File: src/rtl/epw22_cmd_issuer_pkg.sv
// Shared definitions for the EPW22 command issuer.
//   - bus widths of the ALU op/data/tag interface
//   - opcode enumeration and opcode class helpers
//   - cmd_t: one buffered upstream command
//   - state_e: issue FSM states
package epw22_cmd_issuer_pkg;

   localparam int OP_W   = 4;
   localparam int DATA_W = 16;
   localparam int TAG_W  = 2;

   typedef enum logic [OP_W-1:0] {
      NOP      = 4'h0,
      SOFT_RST = 4'h1,
      LOAD     = 4'h2,
      ADD      = 4'h3,
      SUB      = 4'h4,
      RSV5     = 4'h5,
      RSV6     = 4'h6,
      RSV7     = 4'h7,
      MUL      = 4'h8,
      MAC      = 4'h9,
      CMP      = 4'hA,
      READ_ACC = 4'hB,
      AND_OP   = 4'hC,
      OR_OP    = 4'hD,
      XOR_OP   = 4'hE,
      REG_XLAT = 4'hF
   } epw22_op_e;

   typedef struct packed {
      logic [OP_W-1:0]   op;
      logic [TAG_W-1:0]  tag;
      logic [DATA_W-1:0] a;
      logic [DATA_W-1:0] b;
   } cmd_t;

   typedef enum logic [1:0] {
      ST_IDLE,
      ST_BEAT_A,
      ST_STALL_B,
      ST_BEAT_B
   } state_e;

   // Ops that carry operand B in a second beat.
   function automatic logic is_two_beat(input logic [OP_W-1:0] op);
      case (op)
         ADD, SUB, MUL, MAC, CMP, AND_OP, OR_OP, XOR_OP: return 1'b1;
         default:                                       return 1'b0;
      endcase
   endfunction

   // Ops for which the ALU later returns a result (duv_valid pulse).
   function automatic logic is_result_op(input logic [OP_W-1:0] op);
      case (op)
         MUL, MAC, CMP, READ_ACC: return 1'b1;
         default:                 return 1'b0;
      endcase
   endfunction

   // Opcodes the ALU does not implement; these are dropped at the input.
   function automatic logic is_reserved(input logic [OP_W-1:0] op);
      case (op)
         RSV5, RSV6, RSV7: return 1'b1;
         default:          return 1'b0;
      endcase
   endfunction

endpackage

File: src/rtl/epw22_cmd_issuer_if.sv
// Signal bundle between the issuer and its surroundings.
//   Command port : cmd_valid/cmd_ready handshake with cmd_op, cmd_tag,
//                  cmd_a, cmd_b.
//   ALU bus      : op/data/tag driven towards the ALU, duv_ready,
//                  duv_valid, duv_error coming back.
// Modports:
//   master - the issuer (answers the command handshake, drives the ALU bus)
//   slave  - the surrounding system (command producer plus ALU)
interface epw22_cmd_issuer_if;
   import epw22_cmd_issuer_pkg::*;

   logic              cmd_valid;
   logic              cmd_ready;
   logic [OP_W-1:0]   cmd_op;
   logic [TAG_W-1:0]  cmd_tag;
   logic [DATA_W-1:0] cmd_a;
   logic [DATA_W-1:0] cmd_b;

   logic [OP_W-1:0]   op;
   logic [DATA_W-1:0] data;
   logic [TAG_W-1:0]  tag;
   logic              duv_ready;
   logic              duv_valid;
   logic              duv_error;

   modport master (
      input  cmd_valid, cmd_op, cmd_tag, cmd_a, cmd_b,
      output cmd_ready,
      output op, data, tag,
      input  duv_ready, duv_valid, duv_error
   );

   modport slave (
      output cmd_valid, cmd_op, cmd_tag, cmd_a, cmd_b,
      input  cmd_ready,
      input  op, data, tag,
      output duv_ready, duv_valid, duv_error
   );

endinterface

File: src/rtl/epw22_cmd_fifo.sv
// Synchronous FIFO of cmd_t with first-word-fall-through head.
//   clk, reset  : clock, asynchronous active-low reset
//   push        : write push_data (honoured when not full, or when a pop
//                 happens on the same edge)
//   pop         : drop the head entry (ignored when empty)
//   head        : current head entry, valid while !empty
//   full, empty : occupancy flags
// DEPTH must be a power of two and at least 2 so pointers wrap naturally.
module epw22_cmd_fifo
   import epw22_cmd_issuer_pkg::*;
#(
   parameter int DEPTH = 4
) (
   input  logic clk,
   input  logic reset,
   input  logic push,
   input  cmd_t push_data,
   input  logic pop,
   output cmd_t head,
   output logic full,
   output logic empty
);

   localparam int PTR_W = $clog2(DEPTH);
   localparam logic [PTR_W:0] FULL_CNT = (PTR_W+1)'(DEPTH);

   cmd_t             mem [DEPTH];
   logic [PTR_W-1:0] rd_ptr_reg;
   logic [PTR_W-1:0] wr_ptr_reg;
   logic [PTR_W:0]   count_reg;
   logic             do_push;
   logic             do_pop;

   assign full  = (count_reg == FULL_CNT);
   assign empty = (count_reg == '0);
   assign head  = mem[rd_ptr_reg];

   // A pop frees the slot first, so push-while-full is legal with a pop.
   assign do_pop  = pop && !empty;
   assign do_push = push && (!full || do_pop);

   // Storage carries no reset; only the pointers define what is valid.
   always_ff @(posedge clk) begin
      if (do_push) begin
         mem[wr_ptr_reg] <= push_data;
      end
   end

   always_ff @(posedge clk or negedge reset) begin
      if (!reset) begin
         rd_ptr_reg <= '0;
         wr_ptr_reg <= '0;
         count_reg  <= '0;
      end else begin
         if (do_push) begin
            wr_ptr_reg <= wr_ptr_reg + PTR_W'(1);
         end
         if (do_pop) begin
            rd_ptr_reg <= rd_ptr_reg + PTR_W'(1);
         end
         case ({do_push, do_pop})
            2'b10:   count_reg <= count_reg + (PTR_W+1)'(1);
            2'b01:   count_reg <= count_reg - (PTR_W+1)'(1);
            default: count_reg <= count_reg;
         endcase
      end
   end

endmodule

File: src/rtl/epw22_cmd_issuer.sv
// EPW22 command issuer: buffers whole commands and serialises them onto
// the ALU op/data/tag bus as one beat (A) or two contiguous beats (A, B).
//   clk, reset      : clock, asynchronous active-low reset
//   bus (master)    : command handshake in, ALU bus out, ALU status in
//   outstanding     : results issued but not yet returned
//   err_count       : duv_error rising edges plus spurious results (sat.)
//   illegal_count   : reserved opcodes dropped at the input (saturating)
//   idle            : FIFO empty, FSM idle and nothing outstanding
// The ALU must share this reset: a reset between beats A and B discards
// the half-issued command on both sides.
module epw22_cmd_issuer
   import epw22_cmd_issuer_pkg::*;
#(
   parameter  int FIFO_DEPTH      = 4,
   parameter  int MAX_OUTSTANDING = 8,
   parameter  int CNT_W           = 8,
   localparam int OUT_W           = $clog2(MAX_OUTSTANDING) + 1
) (
   input  logic                      clk,
   input  logic                      reset,
   epw22_cmd_issuer_if.master        bus,
   output logic [OUT_W-1:0]          outstanding,
   output logic [CNT_W-1:0]          err_count,
   output logic [CNT_W-1:0]          illegal_count,
   output logic                      idle
);

   localparam logic [OUT_W-1:0] MAX_OUT = OUT_W'(MAX_OUTSTANDING);

   // Command input and FIFO
   cmd_t in_cmd;
   cmd_t head;
   logic fifo_full;
   logic fifo_empty;
   logic accept;
   logic push_en;
   logic pop_en;

   // FSM state and registered bus outputs
   state_e            state_reg;
   logic [OP_W-1:0]   cur_op_reg;
   logic [DATA_W-1:0] cur_b_reg;
   logic [OP_W-1:0]   op_reg;
   logic [DATA_W-1:0] data_reg;
   logic [TAG_W-1:0]  tag_reg;

   // Status tracking
   logic [OUT_W-1:0] outstanding_reg;
   logic [CNT_W-1:0] err_count_reg;
   logic [CNT_W-1:0] illegal_count_reg;
   logic             valid_prev_reg;
   logic             error_prev_reg;
   logic             can_issue;
   logic             load_b;
   logic             inc;
   logic             dec;
   logic             spurious;
   logic             error_rise;
   logic [1:0]       err_add;
   logic [CNT_W:0]   err_sum;

   assign in_cmd = '{op: bus.cmd_op, tag: bus.cmd_tag, a: bus.cmd_a, b: bus.cmd_b};

   assign bus.cmd_ready = !fifo_full;
   assign accept        = bus.cmd_valid && !fifo_full;
   // Reserved opcodes complete the handshake but never reach the FIFO.
   assign push_en       = accept && !is_reserved(bus.cmd_op);

   epw22_cmd_fifo #(
      .DEPTH (FIFO_DEPTH)
   ) u_fifo (
      .clk       (clk),
      .reset     (reset),
      .push      (push_en),
      .push_data (in_cmd),
      .pop       (pop_en),
      .head      (head),
      .full      (fifo_full),
      .empty     (fifo_empty)
   );

   // A result op is held back only when the in-flight limit is reached.
   // The count is bumped on the edge that loads the final beat, so the
   // registered value already covers anything this FSM has committed to.
   assign can_issue = !fifo_empty && bus.duv_ready &&
                      !(is_result_op(head.op) && (outstanding_reg == MAX_OUT));

   // A new command may start from IDLE, after a single-beat A, or after B.
   always_comb begin
      pop_en = 1'b0;
      if (can_issue) begin
         case (state_reg)
            ST_IDLE, ST_BEAT_B: pop_en = 1'b1;
            ST_BEAT_A:          pop_en = !is_two_beat(cur_op_reg);
            default:            pop_en = 1'b0;
         endcase
      end
   end

   assign load_b = bus.duv_ready &&
                   (((state_reg == ST_BEAT_A) && is_two_beat(cur_op_reg)) ||
                    (state_reg == ST_STALL_B));

   always_ff @(posedge clk or negedge reset) begin
      if (!reset) begin
         state_reg  <= ST_IDLE;
         cur_op_reg <= '0;
         cur_b_reg  <= '0;
         op_reg     <= '0;
         data_reg   <= '0;
         tag_reg    <= '0;
      end else if (pop_en) begin
         state_reg  <= ST_BEAT_A;
         cur_op_reg <= head.op;
         cur_b_reg  <= head.b;
         op_reg     <= head.op;
         data_reg   <= head.a;
         tag_reg    <= head.tag;
      end else if (load_b) begin
         state_reg <= ST_BEAT_B;
         op_reg    <= cur_op_reg;
         data_reg  <= cur_b_reg;
      end else if ((state_reg == ST_STALL_B) ||
                   ((state_reg == ST_BEAT_A) && is_two_beat(cur_op_reg))) begin
         // Only op=0 between A and B keeps the ALU's pending-A state;
         // data and tag are left holding beat A.
         state_reg <= ST_STALL_B;
         op_reg    <= '0;
      end else begin
         state_reg <= ST_IDLE;
         op_reg    <= '0;
      end
   end

   assign bus.op   = op_reg;
   assign bus.data = data_reg;
   assign bus.tag  = tag_reg;

   // Final beat of a result op: beat A for single-beat ops, beat B otherwise.
   assign inc = (pop_en && is_result_op(head.op) && !is_two_beat(head.op)) ||
                (load_b && is_result_op(cur_op_reg));
   assign dec        = bus.duv_valid && !valid_prev_reg;
   assign error_rise = bus.duv_error && !error_prev_reg;
   // A result arriving with nothing outstanding is an error, unless an
   // issue on the same edge makes it legitimate.
   assign spurious   = dec && !inc && (outstanding_reg == '0);

   assign err_add = {1'b0, error_rise} + {1'b0, spurious};
   assign err_sum = {1'b0, err_count_reg} + (CNT_W+1)'(err_add);

   always_ff @(posedge clk or negedge reset) begin
      if (!reset) begin
         valid_prev_reg    <= 1'b0;
         error_prev_reg    <= 1'b0;
         outstanding_reg   <= '0;
         err_count_reg     <= '0;
         illegal_count_reg <= '0;
      end else begin
         valid_prev_reg <= bus.duv_valid;
         error_prev_reg <= bus.duv_error;

         case ({inc, dec})
            2'b10: outstanding_reg <= outstanding_reg + OUT_W'(1);
            2'b01: begin
               if (outstanding_reg != '0) begin
                  outstanding_reg <= outstanding_reg - OUT_W'(1);
               end
            end
            default: outstanding_reg <= outstanding_reg;
         endcase

         err_count_reg <= err_sum[CNT_W] ? '1 : err_sum[CNT_W-1:0];

         if (accept && is_reserved(bus.cmd_op) && (illegal_count_reg != '1)) begin
            illegal_count_reg <= illegal_count_reg + CNT_W'(1);
         end
      end
   end

   assign outstanding   = outstanding_reg;
   assign err_count     = err_count_reg;
   assign illegal_count = illegal_count_reg;
   assign idle          = fifo_empty && (state_reg == ST_IDLE) && (outstanding_reg == '0);

endmodule
File: src/flat_wrapper.sv
// flat-port wrapper written by rule: the top's interface ports become plain ports
module epw22_cmd_issuer_flat import epw22_cmd_issuer_pkg::*;
#(
   parameter  int FIFO_DEPTH      = 4,
   parameter  int MAX_OUTSTANDING = 8,
   parameter  int CNT_W           = 8,
   localparam int OUT_W           = $clog2(MAX_OUTSTANDING) + 1
)
  (clk, reset, outstanding, err_count, illegal_count, idle, bus_cmd_valid, bus_cmd_op, bus_cmd_tag, bus_cmd_a, bus_cmd_b, bus_cmd_ready, bus_op, bus_data, bus_tag, bus_duv_ready, bus_duv_valid, bus_duv_error);
  epw22_cmd_issuer_if bus_i ();
  input  logic clk;
  input  logic reset;
  output logic [OUT_W-1:0] outstanding;
  output logic [CNT_W-1:0] err_count;
  output logic [CNT_W-1:0] illegal_count;
  output logic idle;
  input wire logic [$bits(bus_i.cmd_valid)-1:0] bus_cmd_valid;
  input wire logic [$bits(bus_i.cmd_op)-1:0] bus_cmd_op;
  input wire logic [$bits(bus_i.cmd_tag)-1:0] bus_cmd_tag;
  input wire logic [$bits(bus_i.cmd_a)-1:0] bus_cmd_a;
  input wire logic [$bits(bus_i.cmd_b)-1:0] bus_cmd_b;
  output wire logic [$bits(bus_i.cmd_ready)-1:0] bus_cmd_ready;
  output wire logic [$bits(bus_i.op)-1:0] bus_op;
  output wire logic [$bits(bus_i.data)-1:0] bus_data;
  output wire logic [$bits(bus_i.tag)-1:0] bus_tag;
  input wire logic [$bits(bus_i.duv_ready)-1:0] bus_duv_ready;
  input wire logic [$bits(bus_i.duv_valid)-1:0] bus_duv_valid;
  input wire logic [$bits(bus_i.duv_error)-1:0] bus_duv_error;
  assign bus_i.cmd_valid = bus_cmd_valid;
  assign bus_i.cmd_op = bus_cmd_op;
  assign bus_i.cmd_tag = bus_cmd_tag;
  assign bus_i.cmd_a = bus_cmd_a;
  assign bus_i.cmd_b = bus_cmd_b;
  assign bus_cmd_ready = bus_i.cmd_ready;
  assign bus_op = bus_i.op;
  assign bus_data = bus_i.data;
  assign bus_tag = bus_i.tag;
  assign bus_i.duv_ready = bus_duv_ready;
  assign bus_i.duv_valid = bus_duv_valid;
  assign bus_i.duv_error = bus_duv_error;
  epw22_cmd_issuer #(.FIFO_DEPTH(FIFO_DEPTH), .MAX_OUTSTANDING(MAX_OUTSTANDING), .CNT_W(CNT_W)) u_core (.clk(clk), .reset(reset), .bus(bus_i), .outstanding(outstanding), .err_count(err_count), .illegal_count(illegal_count), .idle(idle));
endmodule
File: config.mk
export PLATFORM = sky130hd
export DESIGN_NAME = epw22_cmd_issuer_flat
export DESIGN_NICKNAME = d
export VERILOG_FILES = /design/src/rtl/epw22_cmd_issuer_pkg.sv /design/src/rtl/epw22_cmd_issuer_if.sv /design/src/rtl/epw22_cmd_fifo.sv /design/src/rtl/epw22_cmd_issuer.sv /design/src/flat_wrapper.sv
export SDC_FILE = /design/constraint.sdc
export NUM_CORES = 1
export LEC_CHECK = 0
export CORE_ASPECT_RATIO = 0.6
export CORE_MARGIN = 8
export CORE_UTILIZATION = 45
export CTS_CLUSTER_SIZE = 20
export DETAILED_ROUTE_END_ITERATION = 10
export GPL_ROUTABILITY_DRIVEN = 0
export PLACE_DENSITY = 0.65
export REMOVE_ABC_BUFFERS = 1
export SLEW_MARGIN = 30
export SYNTH_ARGS = -nofsm -noshare
export SYNTH_HDL_FRONTEND = slang
export SYNTH_SLANG_ARGS = --single-unit
File: constraint.sdc
create_clock -name clk -period 5.3 [get_ports clk]
set_input_delay 0.795 -clock clk [delete_from_list [all_inputs] [get_ports clk]]
set_output_delay 0.795 -clock clk [all_outputs]
set_load 0.005 [all_outputs]
Word-level counts from Yosys, hierarchy flattened
Memory sizes are Yosys's and may differ from the RTL's. Cells that the tools add are included.

Register bits: 73. Memory bits (writable): 152. Bits in read-only memories: 64. Bits of input ports: 44. Output and inout bits: 44. Word-level logic and storage cells: 118. Memories kept: 5.

Memories: u_core.u_fifo.mem (depth 4, bits a word 38, rd ports 1, clocked after memory_dff 0, wr ports 1, RTL line epw22_cmd_fifo.sv:27) `cmd_t mem [DEPTH];`; (name not given) (depth 16, bits a word 1, rd ports 1, clocked after memory_dff 0, wr ports 0, RTL line epw22_cmd_issuer_pkg.sv:47) `case (op)`; (name not given) (depth 16, bits a word 1, rd ports 1, clocked after memory_dff 0, wr ports 0, RTL line epw22_cmd_issuer_pkg.sv:47); (name not given) (depth 16, bits a word 1, rd ports 1, clocked after memory_dff 0, wr ports 0, RTL line epw22_cmd_issuer_pkg.sv:47); (name not given) (depth 16, bits a word 1, rd ports 1, clocked after memory_dff 0, wr ports 0, RTL line epw22_cmd_issuer_pkg.sv:47).

$add $sub $neg: 9. Equality and inequality tests: 22. Multiplexer cells: 22. Reduce and logical (&&, ||, !) cells: 46.

Operator list (count): $eq A4 B4 Y1 const B (9); $mux W16 (2); $logic_and A1 B1 Y1 (21); $eq A4 B3 Y1 const B (3); $mux W4 (3); $mux W1 (10); $add A8 B2 Y9 (1); $logic_not A1 Y1 (9); $add A8 B1 Y8 const B (1); $eq A2 B2 Y1 const B (4); $mux W8 (1); $ne A8 B8 Y1 const B (1); $pmux W4 S2 (1); $reduce_or A4 Y1 (2); $eq A2 B1 Y1 const B (3); $mux W2 (3); $pmux W3 S2 (1); $reduce_bool A2 Y1 (3); $add A2 B1 Y2 const B (2); $add A4 B1 Y4 const B (1); $logic_not A4 Y1 (1); $logic_or A1 B1 Y1 (4); $reduce_bool A4 Y1 (1); $sub A4 B1 Y4 const B (1); other kinds (11) (11).

Longest topological paths before layout
An unclocked memory read counts as a cell.

Depth in word-level cells: 20. Mapped depth: 16. Mapped depth without buffers: 16.

By module
A second synthesis with hierarchy kept.

Cells, all modules: 539. Area total of the unflattened synthesis: 8991.1 um^2.

Modules (own cells, without submodules): epw22_cmd_fifo (times used 1, cells an instance 237, area an instance 5906.9 um^2); epw22_cmd_issuer (times used 1, cells an instance 302, area an instance 3084.2 um^2).

Worst setup path after synthesis
Ideal clock, no wire load.

Kind: input port to flip-flop. From: input port bus_duv_ready. To: register u_core.u_fifo.count_reg[2]. Library setup time: 79 ps. Arrival time: 2769 ps. Data required time: 5221 ps. Path slack: 2452 ps. Stages on the path: 12. Buffers on the path: 2. Cell sequence: inv_1 > a2111oi_4 > o21ai_2 > inv_2 > buf_2 > buf_2 > ha_1 > inv_1 > fa_1 > xor2_1 > nor2_1 > xor2_1.

Word-level cells in the longest chain between the ends: 8.

RTL lines: start, declared (RTL line flat_wrapper.sv:26) `input wire logic [$bits(bus_i.duv_ready)-1:0] bus_duv_ready;`; $logic_and A1 B1 Y1 (*) (2 in series) (RTL line epw22_cmd_issuer.sv:85) `assign can_issue = !fifo_empty && bus.duv_ready &&`; $mux W1 (*) (RTL line epw22_cmd_issuer.sv:91) `if (can_issue) begin`; $logic_and A1 B1 Y1 (*) (RTL line epw22_cmd_fifo.sv:39) `assign do_pop = pop && !empty;`; via u_core.u_fifo.do_pop (RTL line epw22_cmd_fifo.sv:32) `logic do_pop;`; $logic_or A1 B1 Y1 (RTL line epw22_cmd_fifo.sv:40) `assign do_push = push && (!full || do_pop);`; $logic_and A1 B1 Y1 (RTL line epw22_cmd_fifo.sv:40); $eq A2 B1 Y1 / $eq A2 B2 Y1 (equally long branches) (RTL line epw22_cmd_fifo.sv:61) `case ({do_push, do_pop})`; $pmux W3 S2 / $reduce_bool A2 Y1 (equally long branches); end signal, assigned (RTL line epw22_cmd_fifo.sv:62) `2'b10: count_reg <= count_reg + (PTR_W+1)'(1);`; end signal, assigned (RTL line epw22_cmd_fifo.sv:63) `2'b01: count_reg <= count_reg - (PTR_W+1)'(1);`; end signal, assigned (RTL line epw22_cmd_fifo.sv:64) `default: count_reg <= count_reg;`; end, declared (RTL line epw22_cmd_fifo.sv:30) `logic [PTR_W:0] count_reg;`.

Mark *: on every way through the listed nets, which the timed path passes. The rest lies on a longest branch. A chain may end at the register's enable or synchronous reset.

Worst setup path after layout
From: register u_core.u_fifo.rd_ptr_reg[0]. To: register u_core.err_count_reg[3] (netlist: u_core.err_count[3]).

Word-level cells in the longest chain between the ends: 17.

RTL lines: start, declared (RTL line epw22_cmd_fifo.sv:28) `logic [PTR_W-1:0] rd_ptr_reg;`; start signal, assigned (RTL line epw22_cmd_fifo.sv:59) `rd_ptr_reg <= rd_ptr_reg + PTR_W'(1);`; $mem_v2 Z4 W38 (*); $eq A4 B4 Y1 (RTL line epw22_cmd_issuer_pkg.sv:55) `case (op)`; $reduce_or A4 Y1 (RTL line epw22_cmd_issuer_pkg.sv:55); $mux W1 (RTL line epw22_cmd_issuer_pkg.sv:55); $logic_and A1 B1 Y1 (RTL line epw22_cmd_issuer.sv:86) `!(is_result_op(head.op) && (outstanding_reg == MAX_OUT));`; $logic_not A1 Y1 (RTL line epw22_cmd_issuer.sv:86); $logic_and A1 B1 Y1 (RTL line epw22_cmd_issuer.sv:85); $mux W1 (RTL line epw22_cmd_issuer.sv:91); $logic_and A1 B1 Y1 (RTL line epw22_cmd_issuer.sv:140) `assign inc = (pop_en && is_result_op(head.op) && !is_two_beat(head.op)) ||`; $logic_and A1 B1 Y1 (*) (RTL line epw22_cmd_issuer.sv:140); $logic_or A1 B1 Y1 (*) (RTL line epw22_cmd_issuer.sv:140); $logic_not A1 Y1 (*) (RTL line epw22_cmd_issuer.sv:146) `assign spurious = dec && !inc && (outstanding_reg == '0);`; $logic_and A1 B1 Y1 (*) (2 in series) (RTL line epw22_cmd_issuer.sv:146); $add A1 B1 Y2 (*) (RTL line epw22_cmd_issuer.sv:148) `assign err_add = {1'b0, error_rise} + {1'b0, spurious};`; $add A8 B2 Y9 (*) (RTL line epw22_cmd_issuer.sv:149) `assign err_sum = {1'b0, err_count_reg} + (CNT_W+1)'(err_add);`; $mux W8 (*) (RTL line epw22_cmd_issuer.sv:172) `err_count_reg <= err_sum[CNT_W] ? '1 : err_sum[CNT_W-1:0];`; end signal, assigned (RTL line epw22_cmd_issuer.sv:172); end, declared (RTL line epw22_cmd_issuer.sv:49) `logic [CNT_W-1:0] err_count_reg;`.

Every way passes the cells marked *; elsewhere a longest branch is shown, timed or not.

==> results.py <==
metrics = {
    "run_status": {
        "status": "finished clean",
    },
    "final_layout": {
        "syn_to_final_growth_pct": 21.48,
        "instances_no_fill": 932,
        "fin_util": 0.5503,
        "antenna-diode-count": 0,
        "fillers": 1582,
        "final_cell_mix": "edfxtp_1, nand2_1, clkdlybuf4s50_1, dfrtp_1, mux4_2",
        "nNetsFinal": 702,
        "fin_area_um2": 10880,
        "layout.cells.most_common": "edfxtp_1",
        "largest_reg_flops": 152,
        "drive_above_1_share": 0.1472,
    },
    "power": {
        "ir_drop_mv": 0.2852,
        "leakage_nw": 4.178,
        "cellPowerDensity_nw_per_um2": 551.9,
    },
    "timing": {
        "hold_viol_final": 0,
        "rsz0062_at_grt": "no",
        "fmax_mhz": 285.8,
        "slew_viol_final": 0,
        "period_minus_slack_ps": 3498,
        "timing.hold.ws_ps": 330.4,
        "fin_crit_sh": 0.6601,
        "tightest_slew_ps": 952.0,
        "slew-limit-headroom": 0.3629,
        "finalSetupTns_ps": 0,
        "setup_viol": 0,
        "clock_skew_ps": 11.55,
    },
    "synthesis": {
        "seq_area_frac_synth": 0.7137,
        "syn_area_um2": 8955,
        "yosys_warnings": 0,
        "synth_fa_ha_area_frac": 0.02347,
        "syn_avg_cell_area_um2": 16.37,
        "async_reset_ff_frac": 0.3244,
        "synth_top_family_by_area": "multiplexers",
        "synth_seq_cells": 225,
        "synth-compound-area-share": 0.02906,
        "synthXorXnorAreaFrac": 0.01761,
        "ys.flop_type": "edfxtp_1",
        "synth-edff-count": 152,
        "synthSimpleGateAreaFrac": 0.07643,
        "synth_cells": 547,
        "synthMuxAreaShare": 0.1220,
        "synth_cell_types": 45,
    },
    "worst_setup_path": {
        "cp_num_buf_inv": 2,
        "cp-start-kind": "flop",
        "crit_arrival_ps": 3940,
        "crit_fanout": 14,
        "max_stage_delay_ps": 650,
        "crit_family": "simple AND/OR/NAND/NOR gates",
        "r2r-start": "u_core.u_fifo.rd_ptr_reg[0]",
        "critPathKind": "flop to flop",
        "cp_cell_sequence": "mux4_2 > nand2b_4 > nor3b_2 > a21oi_2 > nand2_2 > inv_2 > nand2_1 > fa_1 > inv_1 > ha_1 > nand2_1 > nor2_1 > nand3_1 > nand2_1",
        "setup.worst_path.start": "u_core.u_fifo.rd_ptr_reg[0]",
        "worst_path_most_repeated_cell": "nand2_1",
        "slowest_stage": "dfrtp_2",
        "required_ps": 5740,
        "end_kind": "flop",
    },
    "clocking": {
        "cts_hold_buf": 0,
        "cts.clk_slew.worst_paths_ps": 60,
        "cts_tree": "yes",
        "cts_inserted_buffers": 22,
        "clock_path_buffers": 3,
        "cts-htree-levels": 1,
        "cts-root-buf": "clkbuf_16",
        "ctsResizeCount": 0,
        "cts.sinks": 225,
        "cts_setup_buffers": 0,
        "clkLatencyLatePin_ps": 500,
    },
    "die": {
        "die_area_um2": 24820,
        "pin_count": 88,
        "die_x_um": 198.1,
        "dieHeight_um": 125.3,
        "num_rows": 40,
        "core_area_um2": 19770,
        "initial_core_util": 0.4530,
    },
    "routing": {
        "vias_per_cell": 5.134,
        "drt_iter0_drc": 292,
        "num_vias": 4785,
        "drt_first_pass_iters": 4,
        "wl_um": 17650,
        "remaining_drc_errors": 0,
        "wire_per_inst_um": 18.93,
        "ant_nets": 0,
    },
    "place": {
        "placed_area_um2": 10120,
        "place_hpwl_um": 10810,
        "dp_cells": 892,
        "numPortBuffers": 87,
    },
    "global_routing": {
        "antenna_found_initial": 0,
        "grt_max_degree": 74,
        "grt_pass1_vias": 5119,
        "grt_overflow": 0,
        "grt_pass1_wl_um": 28170,
        "track_usage": 0.1436,
    },
    "run": {
        "maxCapViolations": 0,
    },
    "worst_hold_path": {
        "hold_class": "input port to asynchronous set/reset pin",
    },
}
## power by group
part           switching (mW)  internal (mW)
Combinational           0.882          0.896
Clock                   0.640          0.968
Sequential              0.276           2.34
## worst register-to-register path, delay by kind of cell (launching register included)
family                   cells  cell delay, ps
AO/OA/AOI/OAI                1             290
multiplexers                 1             630
flip-flops                   1             650
AND/OR/NAND/NOR              8            1050
buffers and inverters        2             190
adder cells (fa/ha/maj)      2             620
## kinds of logic after synthesis
kind of cell | after synthesis
muxes | 60
adders and majority gates | 15
buffers and inverters | 37
and+or+nand+nor | 154
AOI/OAI and AO/OA | 38
DFF | 225
xor gates and xnor gates | 18
## through the flow
step,setup slack [ps],power (mW)
6_report,1802,6.003
5_1_grt,1515,6.361
4_1_cts,1745,6.102
3_5_place_dp,1753,4.473
3_3_place_gp,1879,4.400
2_1_floorplan,735.5,3.729
## Yosys cell counts (all sizes together) (2+ instances only)
library cell  count  share of area
a21o              6         0.0050
nor3              6         0.0034
inv              18         0.0075
mux2i            18          0.020
fa                3         0.0067
buf               9         0.0060
a21oi             3         0.0021
mux2              3         0.0038
ha               12          0.017
nand3            10         0.0056
edfxtp          152           0.51
or3b              2         0.0020
and3              2         0.0014
nor2b             2         0.0014
clkbuf           10         0.0042
nand2b            4         0.0036
o21ai            20          0.012
mux4             39          0.098
xnor2             8         0.0078
xor2             10         0.0098
o22ai             2         0.0014
and2              7         0.0049
nand4             3         0.0021
nor2             12         0.0050
nand2           102          0.043
a22o              2         0.0020
dfrtp            73           0.20
## cell type report
cell class	count	area (um^2)	share of cell area
Timing Repair Buffer	91	902.1	0.08293
Tap cell	273	341.6	0.03140
Multi-Input combinational cell	285	2422	0.2227
Clock buffer	28	573.1	0.05268
Clock inverter	12	177.7	0.01633
Inverter	18	67.56	0.006211
Sequential cell	225	6394	0.5878
## worst paths after layout
kind / cells after the start / slack, ps / end
hold reg to reg: 2 / 470 / u_core.cur_b_reg[1]
min in group clk: 2 / 470 / u_core.cur_b_reg[1]
setup reg to reg: 14 / 1800 / u_core.err_count[3]
hold / removal: 1 / 330 / u_core.bus.data[6]
setup / recovery: 14 / 1800 / u_core.err_count[3]
max in group asynchronous: 1 / 4460 / u_core.cur_b_reg[3]
## metal layers
layer | vias up | routed length, um | GRT usage
met4 | 0 | 255 | 0.02800
met3 | 21 | 1204 | 0.03188
li1 | 2214 | - | -
met5 | - | 0 | 0
met2 | 120 | 7832 | 0.2219
met1 | 2430 | 8352 | 0.2074
No activity file was read; power rests on OpenSTA's default activity.
==> patch 1, RTL diff (config.mk and constraints unchanged) <==
Re-encode `state_e` (4 states) as one-hot, 4 bits wide.
--- a/src/rtl/epw22_cmd_issuer_pkg.sv
+++ b/src/rtl/epw22_cmd_issuer_pkg.sv
@@ -35,11 +35,11 @@
       logic [DATA_W-1:0] b;
    } cmd_t;
 
-   typedef enum logic [1:0] {
-      ST_IDLE,
-      ST_BEAT_A,
-      ST_STALL_B,
-      ST_BEAT_B
+   typedef enum logic [3:0] {
+      ST_IDLE    = 4'b0001,
+      ST_BEAT_A  = 4'b0010,
+      ST_STALL_B = 4'b0100,
+      ST_BEAT_B  = 4'b1000
    } state_e;
 
    // Ops that carry operand B in a second beat.
Behaviour: same outputs for any inputs over 4 cycles, from zero or initial values and one cycle with reset low; so few cycles prove little.
==> patch 1 against the unedited design <==
Clock skew is 0.0048 ns lower; synthesized area is 0.56% higher; final cell count is 3.5% lower; design area is 0.43% higher; highest routed layer unchanged; total power is 1.1% lower; sequential cell count is 2 higher; wire length is 0.27% higher; setup slack better by 0.0043 ns.
==> patch 1: results (changes against the unedited design) <==
The worst slew margin relative to its limit came out at 48.5% (+12 points). The global-route usage over all layers is 14.4% (+0.035 points). The run finished with clean final reports. The worst-path maximum fanout is 19 (+5). The portion of the post-synthesis area used by sequential elements came out at 71.5% (+0.17 points). The number of standard cells after synthesis came out at 512 (-6.4%). The instance count after placement with tap cells included came to 858 (-3.8%). The worst slack at placement came out at 1.43 ns (-0.319 ns).

The clock buffer count is 24 (-14%). The synthesized-area fraction occupied by xor and xnor cells was 2.04% (+0.28 points). The met2 demand-to-capacity share in global routing is 22.0% (-0.24 points).

The met3 usage in global routing is 3.43% (+0.24 points). The worst-case clock skew is 0.00671 ns (-0.00484 ns). The synthesized-area fraction occupied by adder cells came out at 1.92% (-0.43 points). The endpoint identified for the worst register-to-register timing path is u_core.err_count[2]$_DFF_PN0_. The layout buffering overhead excluding clock cells is 8.44% (+0.15 points). The detailed-routed wire length on met2 came out at 8160 um (+4.2%). The fraction of final layout cells sized beyond drive strength 1 was 18.2% (+3.5 points). After synthesis, the cell types taking the most area are edfxtp_1 (51%), dfrtp_1 (21%), mux4_2 (9.8%). The placed instance area is 10,200 um2 (+0.47%).

The detailed-route vias per instance came out at 5.16 (+0.49%). The worst hold slack is 0.351 ns (+0.0209 ns). The final wirelength came out at 17,700 um (+0.27%). The TritonCTS sink count was 227 (+0.89%). The post-synthesis cell type count was 49 (+8.9%).

The multiplexer share of the synthesized area is 14.2% (+2.0 points). The overall power of the completed layout is 5.94 mW (-1.1%). The share of flip-flops with an asynchronous set or reset was 33.0% (+0.60 points). The top cell type's share of synthesized area is 50.7% (-0.28 points). The maximum cell stage delay along the critical path is 0.70 ns (+0.05 ns). The standby leakage power is 4.01 nW (-4.0%). The sequential group share of total power is 44.5% (+0.9 points). The setup slack of the most critical reg-to-reg path came out at 1.81 ns (about the same).

The wire length on met1 came to 8340 um (-0.18%). The register area is 6440 um2 (+0.80%). The via count of the first global-routing pass came out at 4,966 (-3.0%).
==> patch 1: worst max path at each step <==
stage / startpoint / to / slack, ns / cells after the start
after floorplan: u_core.u_fifo.rd_ptr_reg[0]$_DFFE_PN0P_ / u_core.err_count[1]$_DFF_PN0_ / 1.01 / 14
after global placement: bus_duv_ready / u_core.outstanding[3]$_DFFE_PN0P_ / 1.60 / 13
after detailed placement: bus_duv_ready / u_core.outstanding[3]$_DFFE_PN0P_ / 1.43 / 13
after CTS: u_core.u_fifo.rd_ptr_reg[1]$_DFFE_PN0P_ / u_core.err_count[1]$_DFF_PN0_ / 1.82 / 14
after global routing: u_core.u_fifo.rd_ptr_reg[1]$_DFFE_PN0P_ / u_core.err_count[0]$_DFF_PN0_ / 1.54 / 14
final: u_core.u_fifo.rd_ptr_reg[1]$_DFFE_PN0P_ / u_core.err_count[2]$_DFF_PN0_ / 1.81 / 14
==> patch 2, RTL diff (same settings) <==
Without the edit above. `FIFO_DEPTH` is set to 4 in 2 places; all go to 2.
--- a/src/rtl/epw22_cmd_issuer.sv
+++ b/src/rtl/epw22_cmd_issuer.sv
@@ -11,7 +11,7 @@
 module epw22_cmd_issuer
    import epw22_cmd_issuer_pkg::*;
 #(
-   parameter  int FIFO_DEPTH      = 4,
+   parameter  int FIFO_DEPTH      = 2,
    parameter  int MAX_OUTSTANDING = 8,
    parameter  int CNT_W           = 8,
    localparam int OUT_W           = $clog2(MAX_OUTSTANDING) + 1
--- a/src/flat_wrapper.sv
+++ b/src/flat_wrapper.sv
@@ -1,7 +1,7 @@
 // flat-port wrapper written by rule: the top's interface ports become plain ports
 module epw22_cmd_issuer_flat import epw22_cmd_issuer_pkg::*;
 #(
-   parameter  int FIFO_DEPTH      = 4,
+   parameter  int FIFO_DEPTH      = 2,
    parameter  int MAX_OUTSTANDING = 8,
    parameter  int CNT_W           = 8,
    localparam int OUT_W           = $clog2(MAX_OUTSTANDING) + 1
Behaviour: not the same (Yosys sat finds a counterexample within 4 cycles, from zero or initial values and one cycle with reset low).
==> patch 2 against the unedited design <==
Synthesized area down 33%; setup slack better by 0.088 ns; count of clock-buffer cells in the layout down 10; sequential cell count down 79; clock power down 31%; wire length down 33%; final cell count down 26%; combinational power down 24%; hold slack better by 0.060 ns; via count down 27%; total power down 29%; design area down 30%; sequential share of layout area down 5.4 points; critical path type is now primary input to flop; critical endpoint is now u_core.outstanding[3]$_DFFE_PN0P_; largest power group unchanged.
==> patch 2: results (changes against the unedited design) <==
The number of inserted filler cells in the final layout came out at 1,038 (-34%). The flow ran to the end, and the final reports show no timing, DRC or antenna violations. The maximum ir drop on the vdd rail is 0.257 mV (-9.8%). The post-synthesis cell type count was 52 (+16%). The fraction of final layout cells sized beyond drive strength 1 is 11.3% (-3.4 points). The number of clock buffers inserted by TritonCTS came out at 17 (-23%). The starting DRC count in detailed routing came to 153 (-48%). The worst path arrival time was 3.74 ns (-0.20 ns). After synthesis, the largest family of logic cells by area is compound AO/OA/AOI/OAI gates. The clock latency on the worst-skew pair came out at 0.41 ns (-0.09 ns).

The launch point of the critical path is bus_duv_ready. The detailed placement HPWL came out at 7800 um (-28%). The standby leakage power is 3.04 nW (-27%). The worst-path maximum fanout came out at 4 (-10).

The flip-flop count of the largest register, all copies and words added came out at 76 (-50%). The setup slack of the most critical reg-to-reg path is 1.89 ns (+0.09 ns). The startpoint of the lowest-slack register-to-register path is u_core.u_fifo.rd_ptr_reg$_DFFE_PN0P_. By count the netlist is led by edfxtp_1 (76), dfrtp_1 (70), mux2i_1 (39). Following the worst setup path forward leads to its endpoint at u_core.outstanding[3]$_DFFE_PN0P_. The wire length of the first global-routing pass is 19,500 um (-31%).

The synthesized-area fraction occupied by adder cells came out at 2.35% (about the same). The area fraction in compound gates after synthesis is 9.61% (+6.7 points). The synthesized-area fraction occupied by xor and xnor cells came to 2.93% (+1.2 points). The largest net degree at the start of global routing came to 71 (-4.1%). The worst-case clock skew was 0.0136 ns (+0.00204 ns). In this run the critical register-to-register path is captured at u_core.err_count[1]$_DFF_PN0_. The H-tree level count came out at 4 (+3). The number of buffers on the longest clock path is 2 (-1). The transition time at the pin with the least slew margin came out at 0.946 ns (-0.00581 ns). The net count reported at finish was 564 (-20%). The via count came out at 3,487 (-27%).

The portion of the post-synthesis area used by sequential elements came out at 67.5% (-3.8 points). The share of flip-flops with an asynchronous set or reset is 47.9% (+16 points). By area the synthesized netlist is led by edfxtp_1 (38%), dfrtp_1 (29%), mux2i_1 (6.5%).

The final wirelength came out at 11,800 um (-33%).
patch 2: layout make-up:
| cell class | instances | area [um2] | share of cell area [%] |
|---|---|---|---|
| Clock buffer | 18 | 439 | 5.81 |
| Inverter | 15 | 56.3 | 0.745 |
| Timing Repair Buffer | 91 | 902 | 11.9 |
| Clock inverter | 14 | 114 | 1.51 |
| Sequential cell | 146 | 4040 | 53.4 |
| Tap cell | 170 | 213 | 2.81 |
| Multi-Input combinational cell | 239 | 1800 | 23.8 |
patch 2: worst min-delay path by stage:
stage	startpoint	end	slack (ns)	cells after the start
2_1_floorplan	u_core.cur_b_reg[0]$_DFFE_PN0N_	u_core.cur_b_reg[0]$_DFFE_PN0N_	0.45	2
3_3_place_gp	u_core.cur_b_reg[10]$_DFFE_PN0N_	u_core.cur_b_reg[10]$_DFFE_PN0N_	0.46	2
3_5_place_dp	u_core.cur_b_reg[10]$_DFFE_PN0N_	u_core.cur_b_reg[10]$_DFFE_PN0N_	0.47	2
4_1_cts	u_core.cur_b_reg[10]$_DFFE_PN0N_	u_core.cur_b_reg[10]$_DFFE_PN0N_	0.48	2
5_1_grt	reset	u_core.bus.data[15]$_DFFE_PN0P_	0.45	1
6_report	reset	u_core.bus.data[15]$_DFFE_PN0P_	0.39	1
patch 2: metal layers:
metal  GRT usage [%]  up-vias  part of all wire [%]
li1                -     1713                     -
met4            4.42        0                  0.43
met1            19.1     1688                    46
met3            4.97        4                   6.5
met2            22.1       82                    47
met5               0        -                     0
patch 2: power breakdown:
| part | internal [mW] | leakage [nW] | switching (mW) | total [mW] |
|---|---|---|---|---|
| combinational | 0.661 | 1.22 | 0.685 | 1.35 |
| clock | 0.653 | 0.263 | 0.458 | 1.11 |
| sequential | 1.58 | 1.55 | 0.214 | 1.79 |
patch 2: critical path, cell delays in order:
cell and delay (ns):
clkdlybuf4s50_1 0.56, or3b_1 0.41, o41a_4 0.48, nor2b_1 0.20, ha_1 0.30, a21o_1 0.18, a21o_1 0.18, or3_1 0.30
mux2i_1 0.18, xor2_1 0.17
patch 2: kinds of logic (layout without fill, tap and decap cells):
group	after synthesis	count (layout)
XOR/XNOR	20	20
multiplexers	41	41
AO/OA/AOI/OAI	77	77
buffers and inverters	32	138
adder cells (fa/ha/maj)	10	10
flip-flops	146	146
AND/OR/NAND/NOR	91	91
patch 2: through the flow:
stage               utilization (%)  std cells  hold slack (ns)  instance area (um2)  worst slack, ns
CTS                            58.6        693            0.483                 7560             1.84
global route                   58.7        693            0.449                 7560             1.58
finish                         58.7        693            0.390                 7560             1.89
detailed placement             54.3        661            0.469                 7010             1.50
floorplan                         -        400            0.449                 5870             1.35
global placement               54.3        661            0.462                 7010             1.58
